==> config.mk <==
export PLATFORM = sky130hd
export DESIGN_NAME = lfo_scheduler
export DESIGN_NICKNAME = d
export VERILOG_FILES = /design/src/rtl/lfo_pkg.sv /design/src/rtl/lfo_step_unit.sv /design/src/rtl/lfo_scheduler.sv
export SDC_FILE = /design/constraint.sdc
export NUM_CORES = 1
export LEC_CHECK = 0
export ABC_CLOCK_PERIOD_IN_PS = 23800
export CAP_MARGIN = 20
export CORE_ASPECT_RATIO = 0.9
export CORE_UTILIZATION = 55
export DETAILED_ROUTE_END_ITERATION = 7
export PLACE_DENSITY_LB_ADDON = 0.25
export SLEW_MARGIN = 25
export SYNTH_ARGS = -nofsm -noshare
export SYNTH_HDL_FRONTEND = slang
export SYNTH_SLANG_ARGS = --single-unit
==> constraint.sdc <==
create_clock -name clk -period 23.8 [get_ports clk]
set_input_delay 4.76 -clock clk [delete_from_list [all_inputs] [get_ports clk]]
set_output_delay 4.76 -clock clk [all_outputs]
set_load 0.01 [all_outputs]
==> src/rtl/lfo_pkg.sv <==
// Shared types, widths and helpers for the time-multiplexed triangle LFO engine.
package lfo_pkg;

  localparam int unsigned NUM_CH_DEF   = 4;
  localparam int unsigned PERIOD_W_DEF = 17;
  localparam int unsigned TRI_W        = 10;
  localparam int unsigned STEP_W       = 4;
  localparam int unsigned DEPTH_W      = 9;
  localparam int unsigned PROD_W       = TRI_W + DEPTH_W;
  localparam int unsigned TRI_MAX      = 1023;
  localparam int unsigned DEPTH_UNITY  = 256;

  typedef enum logic {
    DIR_UP   = 1'b0,
    DIR_DOWN = 1'b1
  } lfo_dir_e;

  typedef struct packed {
    logic                    en;
    logic [PERIOD_W_DEF-1:0] period;
    logic [STEP_W-1:0]       step;
    logic [DEPTH_W-1:0]      depth;
  } lfo_cfg_t;

  typedef struct packed {
    logic [TRI_W-1:0]        tri_val;
    lfo_dir_e                dir;
    logic [PERIOD_W_DEF-1:0] div;
  } lfo_state_t;

  // Gain stage: depth saturates at unity (256), result is (tri*depth)>>8 truncated.
  function automatic logic [TRI_W-1:0] depth_scale(input logic [TRI_W-1:0]   tri_val,
                                                   input logic [DEPTH_W-1:0] depth);
    logic [DEPTH_W-1:0] gain;
    logic [PROD_W-1:0]  prod;
    gain = (depth > DEPTH_W'(DEPTH_UNITY)) ? DEPTH_W'(DEPTH_UNITY) : depth;
    prod = (PROD_W'(tri_val) * PROD_W'(gain)) >> 8;
    return TRI_W'(prod);
  endfunction

endpackage

==> src/rtl/lfo_step_unit.sv <==
// Single shared triangle stepper; reflects off 0 and TRI_MAX, step 0 acts as 1.
module lfo_step_unit
  import lfo_pkg::*;
(
  input  logic [TRI_W-1:0]  cur_tri,
  input  lfo_dir_e          cur_dir,
  input  logic [STEP_W-1:0] step,
  output logic [TRI_W-1:0]  next_tri,
  output lfo_dir_e          next_dir
);

  localparam int unsigned CALC_W = 11;

  logic [CALC_W-1:0] s;
  logic [CALC_W-1:0] t;
  logic [CALC_W-1:0] sum;

  always_comb begin
    s        = (step == '0) ? CALC_W'(1) : CALC_W'(step);
    t        = CALC_W'(cur_tri);
    sum      = t + s;
    next_tri = cur_tri;
    next_dir = cur_dir;
    if (cur_dir == DIR_UP) begin
      if (sum > CALC_W'(TRI_MAX)) begin
        next_tri = TRI_W'(CALC_W'(2 * TRI_MAX) - sum);
        next_dir = DIR_DOWN;
      end else begin
        next_tri = TRI_W'(sum);
      end
    end else begin
      if (t < s) begin
        next_tri = TRI_W'(s - t);
        next_dir = DIR_UP;
      end else begin
        next_tri = TRI_W'(t - s);
      end
    end
  end

endmodule

==> src/rtl/lfo_scheduler.sv <==
// Round-robin multi-channel triangle LFO: one step unit visits one channel slot per cycle,
// with per-channel config written through a single port and a registered depth-scaled output.
module lfo_scheduler
  import lfo_pkg::*;
#(
  parameter int unsigned        NUM_CH     = NUM_CH_DEF,
  parameter int unsigned        PERIOD_W   = PERIOD_W_DEF,
  parameter logic [PERIOD_W-1:0] RST_PERIOD = PERIOD_W'(4095)
) (
  input  logic                        clk,
  input  logic                        rst,
  input  logic                        cfg_valid,
  input  logic [$clog2(NUM_CH)-1:0]   cfg_ch,
  input  logic                        cfg_en,
  input  logic [PERIOD_W-1:0]         cfg_period,
  input  logic [STEP_W-1:0]           cfg_step,
  input  logic [DEPTH_W-1:0]          cfg_depth,
  input  logic                        cfg_phase_rst,
  output logic [NUM_CH*TRI_W-1:0]     out_flat,
  output logic                        out_valid,
  output logic [$clog2(NUM_CH)-1:0]   out_ch
);

  localparam int unsigned CH_W = $clog2(NUM_CH);

  lfo_cfg_t         cfg_q [NUM_CH];
  lfo_state_t       st_q  [NUM_CH];
  logic [TRI_W-1:0] out_q [NUM_CH];
  logic [CH_W-1:0]  slot;

  lfo_cfg_t         wr_cfg;
  lfo_cfg_t         cur_cfg;
  lfo_state_t       cur_st;
  lfo_state_t       svc_st;
  logic [DEPTH_W-1:0] svc_depth;
  logic             collide;
  logic [TRI_W-1:0] step_tri;
  lfo_dir_e         step_dir;

  lfo_step_unit u_step (
    .cur_tri  (cur_st.tri_val),
    .cur_dir  (cur_st.dir),
    .step     (cur_cfg.step),
    .next_tri (step_tri),
    .next_dir (step_dir)
  );

  // Service of the current slot; a same-channel write overrides the update.
  always_comb begin
    wr_cfg    = '{en: cfg_en, period: PERIOD_W_DEF'(cfg_period), step: cfg_step, depth: cfg_depth};
    cur_cfg   = cfg_q[slot];
    cur_st    = st_q[slot];
    collide   = cfg_valid && (cfg_ch == slot);
    svc_st    = cur_st;
    svc_depth = cur_cfg.depth;
    if (collide) begin
      svc_depth = wr_cfg.depth;
      if (cfg_phase_rst) begin
        svc_st = '{tri_val: '0, dir: DIR_UP, div: wr_cfg.period};
      end
    end else if (cur_cfg.en) begin
      if (cur_st.div != '0) begin
        svc_st.div = cur_st.div - PERIOD_W_DEF'(1);
      end else begin
        svc_st.div     = cur_cfg.period;
        svc_st.tri_val = step_tri;
        svc_st.dir     = step_dir;
      end
    end
  end

  always_ff @(posedge clk) begin
    if (rst) begin
      slot      <= '0;
      out_valid <= 1'b0;
      out_ch    <= '0;
      for (int c = 0; c < NUM_CH; c++) begin
        cfg_q[c] <= '{en: 1'b0, period: PERIOD_W_DEF'(RST_PERIOD),
                      step: STEP_W'(1), depth: DEPTH_W'(DEPTH_UNITY)};
        st_q[c]  <= '{tri_val: '0, dir: DIR_UP, div: '0};
        out_q[c] <= '0;
      end
    end else begin
      slot <= slot + CH_W'(1);
      if (cfg_valid) begin
        cfg_q[cfg_ch] <= wr_cfg;
        if (cfg_phase_rst) begin
          st_q[cfg_ch] <= '{tri_val: '0, dir: DIR_UP, div: wr_cfg.period};
        end
      end
      if (!collide) begin
        st_q[slot] <= svc_st;
      end
      out_q[slot] <= depth_scale(svc_st.tri_val, svc_depth);
      out_valid   <= 1'b1;
      out_ch      <= slot;
    end
  end

  for (genvar c = 0; c < NUM_CH; c++) begin : g_out
    assign out_flat[c*TRI_W +: TRI_W] = out_q[c];
  end

endmodule
# Word level (Yosys, flattened, before mapping)
# Memory sizes are Yosys's and may differ from the RTL's. A register that Yosys moved wholly into a read port is not among the register bits.
# Index checks and enable logic that the tools add are counted.
[op_classes]
n_mux = 41
n_mul = 1
addsub = 6
reduce_logical = 7
n_eq_ne = 1
n_lt_le_gt_ge = 3
[ops]
columns = ["cell", "n"]
rows = [
  ["28-bit 2-to-1 mux", 5],
  ["28-bit OR reduction", 2],
  ["10-bit 2-to-1 mux", 4],
  ["31-bit 2-to-1 mux", 1],
  ["31-bit OR reduction", 1],
  ["1-bit 2-to-1 mux", 20],
  ["10-bit subtractor", 2],
  ["10-bit by 9-bit multiplier with 18-bit output", 1],
  ["9-bit 2-to-1 mux", 2],
  ["17-bit 2-to-1 mux", 1],
  ["17-bit nonzero test", 1],
  ["17-bit by 1-bit subtractor with 17-bit output, second input constant", 1],
  ["2-bit 2-to-1 mux", 6],
  ["10-bit by 4-bit adder with 11-bit output", 1],
  ["11-bit by 10-bit > comparator with 1-bit output, second input constant", 1],
  ["10-bit by 11-bit less-than comparator with 1-bit output", 1],
  ["11-bit 2-to-1 mux", 1],
  ["10-bit OR reduction", 1],
  ["10-bit subtractor, first input constant", 1],
  ["9-bit > comparator, second input constant", 1],
  ["4-bit zero test", 1],
  ["4-bit 2-to-1 mux", 1],
  ["2-bit by 1-bit adder with 2-bit output, second input constant", 1],
  ["2-bit == test", 1],
  ["1-bit logical AND", 1],
]
[totals]
input_bits = 37
wordCells = 65
output_inout_bits = 43
mem_count = 3
reg_bits = 5
ram_bits = 276
[mem_list]
columns = ["memory", "depth", "word_bits", "read_ports", "rd_ports_with_merged_regs", "wr", "line", "source"]
rows = [
  ["cfg_q", 4, 31, 1, 1, 4, "lfo_scheduler.sv:26", "lfo_cfg_t cfg_q [NUM_CH];"],
  ["st_q", 4, 28, 1, 1, 4, "lfo_scheduler.sv:27", "lfo_state_t st_q [NUM_CH];"],
  ["out_q", 4, 10, 4, 0, 4, "lfo_scheduler.sv:28", "logic [TRI_W-1:0] out_q [NUM_CH];"],
]

# Logic depth before layout (Yosys ltp)
[logic_depth]
word_depth = 11
ltp_mapped = 42
depth_no_buf = 33

# By module
# Synthesis repeated with hierarchy kept, for this count alone.
[unflattened]
hier_cells = 1534
hier_area_um2 = 17342.9
[modules_own_cells]
columns = ["module", "seq_area_each_um2", "instances", "area_per_inst_um2", "cells_each"]
rows = [
  ["lfo_scheduler", 8388.0, 1, 16124.2, 1360],
  ["lfo_step_unit", 0.0, 1, 1218.7, 174],
]

# Least setup slack after synthesis
# Ideal clock, no wire load.
[synth_timing]
path_kind = "input to register"
from = "in cfg_ch[0]"
to = "mem out_q[0][8], data pin"
path_buffers = 3
path_slack_ps = 13111
t_arrival_ps = 10428
setup_time_ps = 261
path_stages = 26
t_required_ps = 23539
path_cell_list = "clkbuf_1 xnor2_1 nand3_2 and3_1 a311oi_1 clkbuf_1 a21o_1 clkbuf_1 nor2_1 fa_1 inv_1 fa_1 inv_1 fa_1 inv_1 fa_1 inv_1 ha_1 and4_2 a21oi_1 nand2_1 or2b_1 o21ai_1 o31ai_2 nor3b_4 nor3_1"
[synth_lines]
columns = ["item", "line", "source"]
rows = [
  ["from (decl)", "lfo_scheduler.sv:13", "input logic [$clog2(NUM_CH)-1:0] cfg_ch,"],
  ["to (decl)", "lfo_scheduler.sv:28", ""],
]

==> impl_summary.log <==
[metrics] Setup crit start kind: input pin
[metrics] number of optimization iterations in the first detailed-route pass: 5
[metrics] highest-delay cell along the critical path: sky130_fd_sc_hd__mux2i_1
[metrics] Worst path max stage delay: between 800 and 900 ps
[metrics] peak fanout along the critical path: 54
[metrics] final weighted congestion in routability-driven placement: ~0.95
[metrics] post-route antenna net violation count: 0
[metrics] RSZ-0062 raised after global routing: no
[metrics] Switch Pwr: approximately 520 uW
[metrics] post-placement setup slack: 11,500 ps
[metrics] P_leak: around 0.0073 uW
[metrics] FF+latch count, synth: 281
[metrics] share of post-route cells with drive strength above 1: 0.122
[metrics] total clock buffers created by CTS: 30
[metrics] path length in cells of the critical path: 25
[metrics] sequential-to-total area share from yosys stat: 0.477
[metrics] worst hold path depth: 3
[metrics] Clk network pwr share: 0.283
[metrics] number of failing setup endpoints in the final timing report: 0
[metrics] chip height: 172 um
[metrics] internal power: just over 1000 uW
[metrics] leading register cell type out of synthesis: sky130_fd_sc_hd__edfxtp_1
[metrics] Resized cells post-CTS: 0
[metrics] min Tclk post-route: about 12,000 ps
[metrics] Max Freq: about 84 MHz
[metrics] run status: complete, no violations
[metrics] total routed wirelength: roughly 46,000 um
[metrics] part of the total power dissipated in sequential elements: 0.398
[metrics] maximum level of the CTS H-tree: 1
[metrics] net count after synthesis: roughly 1,700
[metrics] Logic pwr share: 0.319
[metrics] Syn-to-layout area delta: 11.5%
[metrics] maximum number of pins on one net before global-route repair: 55
[metrics] end of the worst register-to-register path: out_q[2][8]
[metrics] number of nets at the end of the flow: between 1,500 and 2,000
[metrics] Synth top cells by count: sky130_fd_sc_hd__edfxtp_1 (276), sky130_fd_sc_hd__nor2_1 (158), sky130_fd_sc_hd__nand2_1 (119)
[metrics] drt wl/cell: about 23 um
[metrics] die area: about 33,000 sq um
[metrics] launch instance of the worst min-delay path: cfg_q[0][29]
[metrics] mean number of vias per cell: slightly above 6
[metrics] worst reg-to-reg setup slack: between 10,000 and 15,000 ps
[metrics] initial antenna violation count: 0
[metrics] Clock Sinks: about 280
[metrics] remaining routing DRC violations: 0
[metrics] worst hold-check path type: register to register
[metrics] Worst Path Buf+Inv: 6
[metrics] number of synthesized flops with an enable pin: about 280
[metrics] cell count after synthesis: approximately 1,500
[metrics] post-DP HPWL: between 30,000 and 40,000 um
[metrics] quantity of I/O buffers inserted on ports: between 70 and 80
[metrics] Syn Std Cell Area: 17,600 sq um
[metrics] # IOs: 80
[metrics] most frequently used cell type in the post-synthesis netlist: sky130_fd_sc_hd__edfxtp_1
[metrics] final sum of negative setup slack: 0 ps
[metrics] Sw Ratio: 0.335
[metrics] routed via count: roughly 13,000
[metrics] Iteration-0 DRC Markers: ~1,300
[metrics] Bufs on Longest Clock Path: 3
[metrics] clock latency on the worst-skew pair: 580 ps
[metrics] portion of the clock cycle consumed by the worst path in the final layout: 0.498
[metrics] Global Route Usage Sum: 0.289
[metrics] hold path endpoint: st_q[3][16]
[metrics] dominant cells by area after synthesis: sky130_fd_sc_hd__edfxtp_1 (47%), sky130_fd_sc_hd__fa_1 (6.6%), sky130_fd_sc_hd__mux4_2 (6.0%)
[metrics] vias in the first global route: 12,400
[metrics] CP Data Arrival Time: approximately 12,000 ps
[metrics] number of buffers added to fix hold violations after cts: 0
[metrics] origin of the critical flop-to-flop path: slot[0]
[metrics] area fraction of the dominant cell type after synthesis: 0.472
[metrics] critical path endpoint category: register
[metrics] clock input transition at the sequential cells of the worst setup and hold paths: 60 ps
[metrics] global-route wire length before repair: 71,800 um
[metrics] Post-CTS Setup Repair Bufs: 0
[metrics] post-synthesis area per instance: between 10 and 15 sq um
[metrics] core area: around 31,000 sq um
[metrics] post-synth top area cell: sky130_fd_sc_hd__edfxtp_1
[metrics] Max Cap Viol: 0
[metrics] initial core utilization: 0.564
[metrics] min setup slack post-route: 11,950 ps
[metrics] most numerous cell on the critical path: sky130_fd_sc_hd__fa_1
[metrics] origin of the worst setup path: cfg_ch[0]
[metrics] actual transition at the worst max-transition pin: roughly 1000 ps
[metrics] Antenna diodes: 0
[metrics] number of cells traversed by the worst register-to-register path: 30
[metrics] Chip Width: 190 um
[metrics] Placement Rows: 61
[metrics] kind of cell adding the most delay to the critical path: adder cells
[metrics] count of filler cells inserted in the layout: 2,368
[metrics] CTS tree: built
[metrics] async set or reset register ratio after synthesis: 0
[metrics] Yosys warning count: 0
[metrics] Crit Path Class: input pin to register
[metrics] WP data required: ~24,000 ps
[metrics] total power divided by cell area: around 79 nW/um^2
[metrics] library cells used by synthesis: 90
[metrics] worst setup skew after layout: around 21 ps
[metrics] clk root buf: sky130_fd_sc_hd__clkbuf_16
[metrics] Final Hold Violating Endpoints: 0
[metrics] overall overflow remaining after global route: 0
[metrics] worst-case vdd ir drop: between 50 and 60 uV
[metrics] number of pins exceeding their max-slew limit in the final report: 0
[metrics] worst rel slew slack: 0.308
==> placed cells by master (no fill, tap or decap), types with 11 or more instances in the layout <==
cell / n
sky130_fd_sc_hd__nor2b_1: 11
sky130_fd_sc_hd__mux4_2: 47
sky130_fd_sc_hd__a21o_1: 12
sky130_fd_sc_hd__o31ai_1: 30
sky130_fd_sc_hd__or2_2: 27
sky130_fd_sc_hd__nand4_1: 23
sky130_fd_sc_hd__a21oi_1: 43
sky130_fd_sc_hd__o21ai_0: 73
sky130_fd_sc_hd__clkbuf_16: 30
sky130_fd_sc_hd__clkdlybuf4s50_1: 78
sky130_fd_sc_hd__xnor2_1: 13
sky130_fd_sc_hd__and2_1: 65
sky130_fd_sc_hd__nand2_1: 114
sky130_fd_sc_hd__edfxtp_1: 276
sky130_fd_sc_hd__nand3_1: 29
sky130_fd_sc_hd__or3_1: 24
sky130_fd_sc_hd__and3_1: 17
sky130_fd_sc_hd__nor3_1: 28
sky130_fd_sc_hd__nand2b_1: 52
sky130_fd_sc_hd__fa_1: 58
sky130_fd_sc_hd__buf_4: 30
sky130_fd_sc_hd__inv_1: 101
sky130_fd_sc_hd__ha_1: 52
sky130_fd_sc_hd__mux2i_1: 30
sky130_fd_sc_hd__nor2_1: 158
==> layout make-up <==
| type | count | area (sq um) | area share |
|---|---|---|---|
| inverter | 101 | 379 | 0.0193 |
| multi-input combinational | 1060 | 8370 | 0.427 |
| clock inverter | 20 | 158 | 0.00804 |
| timing repair buffer | 109 | 1010 | 0.0516 |
| sequential | 281 | 8400 | 0.428 |
| tap | 409 | 512 | 0.0261 |
| clock buffer | 35 | 769 | 0.0393 |
==> how the worst max path moves through the flow <==
stage,end,slack [ps]
2_1_floorplan,out_q[0][8],13110
3_3_place_gp,out_q[1][7],11650
3_5_place_dp,out_q[1][7],11500
4_1_cts,out_q[1][8],12100
5_1_grt,out_q[2][8],11440
6_report,out_q[2][8],11950
==> through the flow <==
stage	area [sq um]	hold slack, ps	utilization	std cells	power (uW)
final	19600	918	0.629	2015	1560
after global routing	19600	951	0.629	2015	1640
after CTS	19600	913	0.629	2015	1560
after detailed placement	18700	887	0.599	1960	1120
after global placement	18700	882	0.599	1960	1110
after floorplan	17600	829	-	1547	963
==> power groups by stage <==
stage / Clock (uW) / Combinational, uW / Sequential, uW
after detailed placement: 0 / 488 / 631
after floorplan: 0 / 332 / 631
after global routing: 461 / 553 / 625
after global placement: 0 / 483 / 629
after CTS: 444 / 491 / 621
final: 440 / 497 / 620
==> sequential cells by signal, indices dropped and copies added (netlist names) <==
signal,cells
cfg_q,124
st_q,112
out_q,40
out_ch,2
slot,2
out_valid,1
==> worst reg2reg max path: cells and delay by family, from the launching register on <==
family / cells / cell delay [ps]
buffers and inverters: 4 / 810
multiplexers: 1 / 720
flip-flops: 1 / 470
adder cells (fa/ha/maj): 7 / 3220
AND/OR/NAND/NOR: 8 / 1680
AO/OA/AOI/OAI: 10 / 3030
==> routing by layer <==
layer / vias to the layer above / global-route usage / part of all wire
li1: 5664 / - / -
met1: 6212 / 0.450 / 0.44
met2: 640 / 0.426 / 0.44
met3: 54 / 0.0445 / 0.10
met4: 0 / 0.0598 / 0.015
met5: - / 0 / 0
==> cell families (layout without fill, tap and decap cells) <==
kind of cell | Yosys count | after routing | share of synthesized area
AND/OR/NAND/NOR | 597 | 597 | 0.175
flip-flops | 281 | 281 | 0.477
AO/OA/AOI/OAI | 239 | 239 | 0.0912
buffers and inverters | 206 | 265 | 0.0479
adder cells (fa/ha/maj) | 110 | 110 | 0.103
multiplexers | 95 | 95 | 0.0964
XOR/XNOR | 19 | 19 | 0.00947
No activity file was read; power rests on OpenSTA's default activity.
